`config.mk`:
```
export PLATFORM = sky130hd
export DESIGN_NAME = axi_pack_conv_r_pack_flat
export DESIGN_NICKNAME = d
export VERILOG_FILES = /design/src/rtl/axi_pack_pkg.sv /design/src/rtl/axi_pack_conv_r_pack_if.sv /design/src/rtl/axi_pack_conv_r_lane_extract.sv /design/src/rtl/axi_pack_conv_r_pack.sv /design/src/flat_wrapper.sv
export SDC_FILE = /design/constraint.sdc
export NUM_CORES = 2
export LEC_CHECK = 0
export CAP_MARGIN = 20
export CELL_PAD_IN_SITES_DETAIL_PLACEMENT = 0
export CELL_PAD_IN_SITES_GLOBAL_PLACEMENT = 1
export CORE_AREA = 3 3 258 260
export DETAILED_ROUTE_END_ITERATION = 12
export DIE_AREA = 0 0 261 263
export PLACE_DENSITY_LB_ADDON = 0.1
export SYNTH_ARGS = -nofsm -noshare
export SYNTH_HDL_FRONTEND = slang
export SYNTH_SLANG_ARGS = --single-unit
```
`constraint.sdc`:
```
create_clock -name clk_i -period 32.5 [get_ports clk_i]
set_input_delay 9.75 -clock clk_i [delete_from_list [all_inputs] [get_ports clk_i]]
set_output_delay 9.75 -clock clk_i [all_outputs]
set_load 0.005 [all_outputs]
```
`src/rtl/axi_pack_pkg.sv`:
```
// Shared types and lane-index constants for the AXI pack converter R path.
package axi_pack_pkg;

    localparam int unsigned AddrWidth   = 32;
    localparam int unsigned DataWidth_I = 64;
    localparam int unsigned DataWidth_O = 512;
    localparam int unsigned IdWidth     = 4;

    localparam int unsigned NarrowBytes = DataWidth_I / 8;
    localparam int unsigned WideBytes   = DataWidth_O / 8;
    localparam int unsigned DataAlign_I = $clog2(NarrowBytes);
    localparam int unsigned DataAlign_O = $clog2(WideBytes);
    localparam int unsigned PtrWidth    = DataAlign_O + 1;
    localparam int unsigned StepWidth   = DataAlign_O + 2;

    typedef logic [7:0]             len_t;
    typedef logic [7:0]             stride_t;
    typedef logic [15:0]            nest_stride_t;
    typedef logic [IdWidth-1:0]     id_t;
    typedef logic [AddrWidth-1:0]   addr_t;
    typedef logic [2:0]             ax_size_t;
    typedef logic [DataAlign_I-1:0] nlane_t;
    typedef logic [DataAlign_O-1:0] wlane_t;
    typedef logic [PtrWidth-1:0]    ptr_t;
    typedef logic [StepWidth-1:0]   step_t;

    typedef struct packed {
        id_t                    id;
        logic [DataWidth_O-1:0] data;
        logic [1:0]             resp;
        logic                   last;
    } axi_r_wide_t;

    typedef struct packed {
        id_t                    id;
        logic [DataWidth_I-1:0] data;
        logic [1:0]             resp;
        logic                   last;
    } axi_r_narrow_t;

    typedef struct packed {
        id_t      id;
        ax_size_t ssr_size;
        stride_t  ssr_stride;
        addr_t    ssr_offset;
        logic     same_size;
        wlane_t   std_offset;
        logic     ssr_last;
        len_t     ssr_len;
    } sarq_t;

    typedef enum logic {
        IDLE   = 1'b0,
        STREAM = 1'b1
    } r_state_e;

endpackage

```
`src/rtl/axi_pack_conv_r_pack_if.sv`:
```
// Bus bundle of the R packing stage: sarq head, wide R input, narrow R output.
interface axi_pack_conv_r_pack_if;
    import axi_pack_pkg::*;

    sarq_t         xsarq_out;
    logic          xsarq_empty;
    logic          xsarq_pop;
    logic          r_valid_i;
    logic          r_ready_o;
    axi_r_wide_t   r_chan_i;
    logic          r_valid_o;
    logic          r_ready_i;
    axi_r_narrow_t r_chan_o;

    modport slave (
        input  xsarq_out, xsarq_empty, r_valid_i, r_chan_i, r_ready_i,
        output xsarq_pop, r_ready_o, r_valid_o, r_chan_o
    );

    modport master (
        output xsarq_out, xsarq_empty, r_valid_i, r_chan_i, r_ready_i,
        input  xsarq_pop, r_ready_o, r_valid_o, r_chan_o
    );

endinterface

```
`src/rtl/axi_pack_conv_r_lane_extract.sv`:
```
// Picks a 2^size-byte element out of a wide beat and places it at a narrow lane.
module axi_pack_conv_r_lane_extract
    import axi_pack_pkg::*;
(
    input  logic [DataWidth_O-1:0] wide_data,
    input  wlane_t                 ptr,
    input  ax_size_t               size,
    input  nlane_t                 lane,
    output logic [DataWidth_I-1:0] narrow_data
);

    // Bytes falling past either bus edge are dropped rather than wrapped.
    always_comb begin
        narrow_data = '0;
        for (int b = 0; b < int'(NarrowBytes); b++) begin
            if (b >= int'(lane) && (b - int'(lane)) < (1 << size) &&
                (int'(ptr) + b - int'(lane)) < int'(WideBytes)) begin
                narrow_data[8*b +: 8] = wide_data[8*(int'(ptr) + b - int'(lane)) +: 8];
            end
        end
    end

endmodule

```
`src/rtl/axi_pack_conv_r_pack.sv`:
```
// R packing stage: unpacks strided elements from wide beats into narrow beats.
// Optional output spill register enabled by defining AXI_PACK_CONV_R_SKID_EN.
//
// state  | meaning
// IDLE   | no sarq entry being served
// STREAM | serving the sarq head, one element per narrow handshake
module axi_pack_conv_r_pack
    import axi_pack_pkg::*;
(
    input  logic                  clk_i,
    input  logic                  rst_i,
    axi_pack_conv_r_pack_if.slave bus,
    output logic                  err_o
);

    r_state_e state_q, state_d;
    len_t     elem_cnt_q, elem_cnt_d;
    ptr_t     ptr_q, ptr_d;
    logic     first_q, first_d;
    logic     err_q, err_d;

    sarq_t                  head;
    ptr_t                   ptr;
    step_t                  step, ptr_next;
    nlane_t                 lane;
    logic                   last_elem, wide_pop;
    logic                   core_valid, core_ready, hs;
    logic [DataWidth_I-1:0] elem_data;
    axi_r_narrow_t          core_chan;

    assign head      = bus.xsarq_out;
    assign ptr       = first_q ? {1'b0, head.std_offset} : ptr_q;
    assign step      = step_t'(step_t'(head.ssr_stride) + step_t'(1)) << head.ssr_size;
    assign ptr_next  = step_t'(ptr) + step;
    assign last_elem = (elem_cnt_q == head.ssr_len);
    assign wide_pop  = head.same_size | last_elem | (ptr_next >= step_t'(WideBytes));
    assign lane      = nlane_t'(head.ssr_offset[DataAlign_I-1:0] +
                                (nlane_t'(elem_cnt_q) << head.ssr_size));

    axi_pack_conv_r_lane_extract i_lane_extract (
        .wide_data   (bus.r_chan_i.data),
        .ptr         (ptr[DataAlign_O-1:0]),
        .size        (head.ssr_size),
        .lane        (lane),
        .narrow_data (elem_data)
    );

    assign core_valid    = (state_q == STREAM) & ~bus.xsarq_empty & bus.r_valid_i;
    assign hs            = core_valid & core_ready;
    assign bus.r_ready_o = hs & wide_pop;
    assign bus.xsarq_pop = hs & last_elem;
    assign err_o         = err_q;

    always_comb begin
        core_chan = '0;
        if (core_valid) begin
            core_chan.id   = head.id;
            core_chan.data = elem_data;
            core_chan.resp = bus.r_chan_i.resp;
            core_chan.last = head.ssr_last & last_elem;
        end
    end

    // Falling back to IDLE once the queue drains keeps back-to-back entries bubble-free.
    always_comb begin
        state_d    = state_q;
        elem_cnt_d = elem_cnt_q;
        ptr_d      = ptr_q;
        first_d    = first_q;
        err_d      = err_q;
        case (state_q)
            IDLE: begin
                if (!bus.xsarq_empty) state_d = STREAM;
            end
            STREAM: begin
                if (bus.xsarq_empty) state_d = IDLE;
                if (hs) begin
                    ptr_d = wide_pop ? ptr_t'(ptr_next[DataAlign_O-1:0]) : ptr_t'(ptr_next);
                    if (last_elem) begin
                        elem_cnt_d = '0;
                        first_d    = 1'b1;
                    end else begin
                        elem_cnt_d = elem_cnt_q + 1'b1;
                        first_d    = 1'b0;
                    end
                    if (wide_pop && ((bus.r_chan_i.last != last_elem) ||
                                     (bus.r_chan_i.id != head.id))) begin
                        err_d = 1'b1;
                    end
                end
            end
            default: state_d = IDLE;
        endcase
    end

    always_ff @(posedge clk_i or posedge rst_i) begin
        if (rst_i) begin
            state_q    <= IDLE;
            elem_cnt_q <= '0;
            ptr_q      <= '0;
            first_q    <= 1'b1;
            err_q      <= 1'b0;
        end else begin
            state_q    <= state_d;
            elem_cnt_q <= elem_cnt_d;
            ptr_q      <= ptr_d;
            first_q    <= first_d;
            err_q      <= err_d;
        end
    end

`ifdef AXI_PACK_CONV_R_SKID_EN
    // Two-entry spill: A takes new beats, B parks A's beat when the consumer stalls.
    logic          a_full_q, b_full_q;
    axi_r_narrow_t a_data_q, b_data_q;
    logic          a_fill, a_drain, b_fill, b_drain;

    assign core_ready    = ~a_full_q | ~b_full_q;
    assign a_fill        = core_valid & core_ready;
    assign a_drain       = a_full_q & ~b_full_q;
    assign b_fill        = a_drain & ~bus.r_ready_i;
    assign b_drain       = b_full_q & bus.r_ready_i;
    assign bus.r_valid_o = a_full_q | b_full_q;
    assign bus.r_chan_o  = b_full_q ? b_data_q : a_data_q;

    always_ff @(posedge clk_i or posedge rst_i) begin
        if (rst_i) begin
            a_full_q <= 1'b0;
            b_full_q <= 1'b0;
            a_data_q <= '0;
            b_data_q <= '0;
        end else begin
            if (a_fill) a_data_q <= core_chan;
            if (a_fill || a_drain) a_full_q <= a_fill;
            if (b_fill) b_data_q <= a_data_q;
            if (b_fill || b_drain) b_full_q <= b_fill;
        end
    end
`else
    assign core_ready    = bus.r_ready_i;
    assign bus.r_valid_o = core_valid;
    assign bus.r_chan_o  = core_chan;
`endif

endmodule

```
`src/flat_wrapper.sv`:
```
// flat-port wrapper written by rule: the top's interface ports become plain ports
module axi_pack_conv_r_pack_flat import axi_pack_pkg::*;
  (clk_i, rst_i, err_o, bus_xsarq_out, bus_xsarq_empty, bus_r_valid_i, bus_r_chan_i, bus_r_ready_i, bus_xsarq_pop, bus_r_ready_o, bus_r_valid_o, bus_r_chan_o);
  axi_pack_conv_r_pack_if bus_i ();
  input  logic clk_i;
  input  logic rst_i;
  output logic err_o;
  input wire logic [$bits(bus_i.xsarq_out)-1:0] bus_xsarq_out;
  input wire logic [$bits(bus_i.xsarq_empty)-1:0] bus_xsarq_empty;
  input wire logic [$bits(bus_i.r_valid_i)-1:0] bus_r_valid_i;
  input wire logic [$bits(bus_i.r_chan_i)-1:0] bus_r_chan_i;
  input wire logic [$bits(bus_i.r_ready_i)-1:0] bus_r_ready_i;
  output wire logic [$bits(bus_i.xsarq_pop)-1:0] bus_xsarq_pop;
  output wire logic [$bits(bus_i.r_ready_o)-1:0] bus_r_ready_o;
  output wire logic [$bits(bus_i.r_valid_o)-1:0] bus_r_valid_o;
  output wire logic [$bits(bus_i.r_chan_o)-1:0] bus_r_chan_o;
  assign bus_i.xsarq_out = bus_xsarq_out;
  assign bus_i.xsarq_empty = bus_xsarq_empty;
  assign bus_i.r_valid_i = bus_r_valid_i;
  assign bus_i.r_chan_i = bus_r_chan_i;
  assign bus_i.r_ready_i = bus_r_ready_i;
  assign bus_xsarq_pop = bus_i.xsarq_pop;
  assign bus_r_ready_o = bus_i.r_ready_o;
  assign bus_r_valid_o = bus_i.r_valid_o;
  assign bus_r_chan_o = bus_i.r_chan_o;
  axi_pack_conv_r_pack u_core (.clk_i(clk_i), .rst_i(rst_i), .bus(bus_i), .err_o(err_o));
endmodule
```
; ---- Yosys cells after proc, flatten, opt, wreduce, memory -nomap -nowiden
; Index checks and enable logic that the tools add are counted.
[word_totals]
ff_bits = 18
latchBits = 0
mem_bits_rw = 0
mem_bits_ro = 0
out_inout_bits = 75
elab_cells = 112
memories = 0
[op_classes]
n_addsub = 27
mul = 0
n_div = 0
order_cmp = 24
n_eq_ne = 3
shifts = 11
muxes = 14
bitwise_logic = 9
n_reduce_logical = 19
[ops]
columns = op, n
row1 = $shiftx A512 B11 Y8, 7
row2 = $shiftx A512 B10 Y8, 1
row3 = $lt A4 B32 Y1, 8
row4 = $mux W8, 9
row5 = $mux W71, 1
row6 = $lt A8 B8 Y1 const B, 7
row7 = $sub A7 B3 Y8, 7
row8 = $shl A1 B3 Y32 const A, 1
row9 = $add A6 B3 Y7 const B, 4
row10 = $add A8 B1 Y8 const B, 2
row11 = $logic_and A1 B1 Y1, 16
row12 = $sub A3 B3 Y4 const A, 4
row13 = $add A6 B2 Y7 const B, 2
row14 = $mux W7, 2
row15 = $ge A3 B3 Y1 const A, 3
row16 = $add A7 B8 Y8, 1
row17 = $eq A8 B8 Y1, 1
row18 = $ge A8 B7 Y1 const B, 1
row19 = $lt A7 B8 Y1 const B, 1
row20 = $shl A8 B3 Y8, 1
row21 = $sub A1 B3 Y4 const A, 2
row22 = $sub A2 B3 Y4 const A, 2
row23 = $add A6 B1 Y7 const B, 1
row24 = $sub A6 B3 Y7, 1
row25 = 13 further kinds, 22

; ---- Depth between registers and ports, before layout
[logic_depth]
ltp_word = 8
depth_mapped = 22
mapped_depth_nobuf = 16

; ---- Modules after synthesis
; From an unflattened synthesis, not the netlist that was laid out.
[hier_totals]
cells_unflattened = 2203
hier_area_um2 = 28586.2
[by_module_without_submodules]
columns = mod, instances, cells_each, area_each_um2, seq_area_each_um2
row1 = axi_pack_conv_r_lane_extract, 1, 1903, 26294.0, 0.0
row2 = axi_pack_conv_r_pack, 1, 300, 2292.2, 451.7

; ---- Worst setup path after synthesis
; No wires, ideal clock.
[synth_timing]
kind = input to output
from = input bus_xsarq_out[56]
to = output bus_r_chan_o[65]
arrival_time_ns = 15.850
slack_ns = 6.900
stages = 18
path_buffers = 5
path_cell_list = clkbuf_1 buf_1 clkbuf_1 clkbuf_1 nor4b_1 ha_1 fa_1 xnor2_1 xnor2_2 inv_1 ha_1 inv_1 fa_1 xor2_1 clkbuf_1 mux4_2 mux2_1 a22o_1
[synth_via]
elab_chain_len = 7
word_cells_on_any_way = 11
[synth_lines]
columns = element, line_no
row1 = start: declaration, flat_wrapper.sv:8  ; input wire logic [$bits(bus_i.xsarq_out)-1:0] bus_xsarq_out;
row2 = branches (longest 5 deep; another with $sub A7 B3 Y8), -
row3 = $mux W8 (*), axi_pack_conv_r_lane_extract.sv:16  ; if (b >= int'(lane) && (b - int'(lane)) < (1 << size) &&
row4 = $mux W71 (*), axi_pack_conv_r_pack.sv:56  ; if (core_valid) begin
row5 = end: declaration, flat_wrapper.sv:16  ; output wire logic [$bits(bus_i.r_chan_o)-1:0] bus_r_chan_o;
; Mark *: on every way between the ends.

; ---- Worst setup path in the final report
[layout_timing]
from = input bus_xsarq_out[57]
to = output bus_r_chan_o[60]
; Same word-level chain as after synthesis.

==> run metrics <==
status completed; clock-pin slew on the worst setup and hold paths around 0.05 ns; initial DRC count ~3,800; num ports about 660; Critical Path Stages 16; CTS sink cnt 18; XOR/XNOR Fraction of Synth Area ~1.9%; initial antenna violation count 50; Vias/cell slightly below 8; DP Wirelength between 100 and 150 mm; synthesis warning total 0; first-pass GRT wire length about 190 mm; CP Capture Type primary output; DRT Pass-1 Iters 6; all-layer global routing usage between 30% and 40%; fraction of registers with async set/reset 100%; mean post-synth cell area around 14 sq um; slowest CP cell clkdlybuf4s50_1; Max-slew headroom roughly 20%; final setup violation count 0; post-synthesis simple-gate area fraction under 10%; Syn Nets around 2,600; WP data arrival approximately 18 ns; IO Port Bufs ~630; number of max-cap violations 0; CP Cell Sequence clkdlybuf4s50_1 > nor4b_1 > ha_1 > fa_1 > xnor2_1 > xnor2_2 > inv_1 > ha_1 > inv_1 > fa_4 > xor2_4 > buf_4 > mux4_2 > mux2_1 > a22o_1 > clkdlybuf4s50_1; final hold vios 0; fin util between 50% and 60%; Die Area ~69,000 sq um; DIE WIDTH 261 um; Synth Area in Adders between 4 and 5%; leading cell type in the layout, fill and taps excluded mux4_2; Die Ht around 260 um; Most used DFF post-synth dfrtp_1; Worst-Margin Slew 1.20 ns; CTS root buffer clkbuf_16; Post-Synthesis Cell Area 27,900 sq um; Clock Latency Late Sink 0.25 ns; layout cells sized above 1 between 40% and 50%; Starting Density between 40% and 50%; number of global-route vias before repair between 20,000 and 30,000; CTS hold repair buffers 0; number of flops mapped to enable cells by yosys 0; Overflow after GRT 0; Compound-Gate Fraction of Synth Area 5.55%; RSZ-0062 raised after global routing no; CTS tree done; Top delay family on crit path buffers and inverters; vias roughly 26,000; worst reg-to-reg path cell count 9; maximum ir drop on the vdd rail between 0.0001 and 0.00015 V; crit-path max FO 27; Wirelength per Cell 40.4 um; Final Wtd Congestion 0.972; Period minus WS final between 20 and 30 ns; Final nets slightly above 3,000; Clock Tree Buf Depth 2; most frequent cells in the layout mux4_2 (900), clkdlybuf4s50_1 (632), ha_1 (82); setup TNS 0 ns; Max Fclk 36.1 MHz; Static Leak 11.7 nW; Post-route DRC 0; Buf+Inv Stages, Crit Path 5; # H-tree levels 1; Setup Skew 0.00471 ns; slowest cell delay on critical path about 1.1 ns; ANT nets after route 0; Startpoint Class input pin; Core Box Area 64,300 sq um; largest family of logic cells by synthesized area multiplexers; Total Wirelength 133 mm; post-synthesis sequential area ratio around 1.6%; max-slew violations 0; # Post-CTS Setup Buffers 0; hold crit path type reg2reg; hold path cells 1; largest net degree at the start of global routing approximately 150; FF+latch count, synth 18; Num CTS Buffers 3; Pwr Density between 100 and 150 nW/um^2; Post-Syn Instances 1,950; Worst EP required approximately 23 ns; final worst path period share a little under nine tenths; mux cell area share after synthesis between 70% and 80%; Syn-to-layout area delta 26.3%; Netlist cell types 76; num rows 93; crit path kind in2out; post-cts resize count 0
==> kinds of logic (layout without fill, tap and decap cells) <==
family                   after synthesis  count (layout)
AND/OR/NAND/NOR                      276             276
multiplexers                        1010            1010
adder cells (fa/ha/maj)               97              97
flip-flops                            18              18
buffers and inverters                281             730
XOR/XNOR                              56              56
AO/OA/AOI/OAI                        212             212
other                                  0              36
==> worst paths after layout <==
path	startpoint	end	slack, ns
max	bus_xsarq_out[57]	bus_r_chan_o[60]	4.78
min	u_core.err_o	u_core.err_o	0.47
max reg2reg	u_core.first_q	u_core.err_o	28.76
min reg2reg	u_core.err_o	u_core.err_o	0.47
max in group asynchronous	rst_i	u_core.elem_cnt_q[0]	22.13
min in group asynchronous	rst_i	u_core.elem_cnt_q[7]	9.91
==> per-stage QoR <==
step	setup slack, ns	std cells	area [sq um]	power [mW]	hold WS, ns
3_3_place_gp	4.86	3246	35000	4.94	0.453
3_5_place_dp	4.75	3246	35000	4.98	0.463
6_report	4.78	3290	35200	5.10	0.472
4_1_cts	4.77	3250	35000	5.03	0.477
2_1_floorplan	6.90	1950	27900	3.46	0.445
5_1_grt	4.35	3278	35200	5.27	0.492
==> state kept, by name (all words and copies together), names as in the netlist <==
name / cells
u_core.elem_cnt_q: 8
u_core.ptr_q: 7
u_core.err_o: 1
u_core.first_q: 1
u_core.state_q: 1
==> power by group <==
part	internal [mW]	switching, mW	total (mW)
registers	0.0277	0.00590	0.0336
logic	2.42	2.62	5.05
clock network	0.0167	0.00815	0.0248
total	2.47	2.64	5.10
==> area by class of cell <==
type	count	area (sq um)
clock buffer	4	78.8
timing repair buffer	682	6770
sequential	18	452
antenna	36	90.1
inverter	44	165
multi-input combinational	1651	26600
fill	5356	29200
tap	855	1070
==> synth_stat cells (13+ instances only) <==
cell / count / area share [%]
mux4_2: 900 / 73
clkbuf_1: 126 / 1.7
ha_1: 86 / 3.9
nand2_1: 79 / 1.1
buf_2: 71 / 1.3
mux2i_1: 69 / 2.5
inv_1: 42 / 0.57
nand3_1: 39 / 0.70
o21ai_0: 39 / 0.70
xnor2_1: 39 / 1.2
a21oi_1: 36 / 0.65
buf_1: 36 / 0.49
nor2_1: 33 / 0.44
a211oi_1: 29 / 0.78
and2_1: 27 / 0.61
mux2_2: 23 / 0.93
nor2b_1: 19 / 0.43
o211a_1: 18 / 0.65
dfrtp_1: 17 / 1.5
mux2_1: 16 / 0.65
nand2b_1: 14 / 0.31
nand3b_1: 14 / 0.38
xor2_1: 13 / 0.41
==> routing by layer <==
| layer | track usage, % | up-vias | share of wire [%] |
|---|---|---|---|
| met3 | 10.4 | 452 | 12 |
| li1 | - | 9881 | - |
| met1 | 46.3 | 13533 | 32 |
| met4 | 23.1 | 28 | 7.4 |
| met5 | 0 | - | 0.13 |
| met2 | 61.5 | 2294 | 48 |
(Power assumes the default switching activity.)
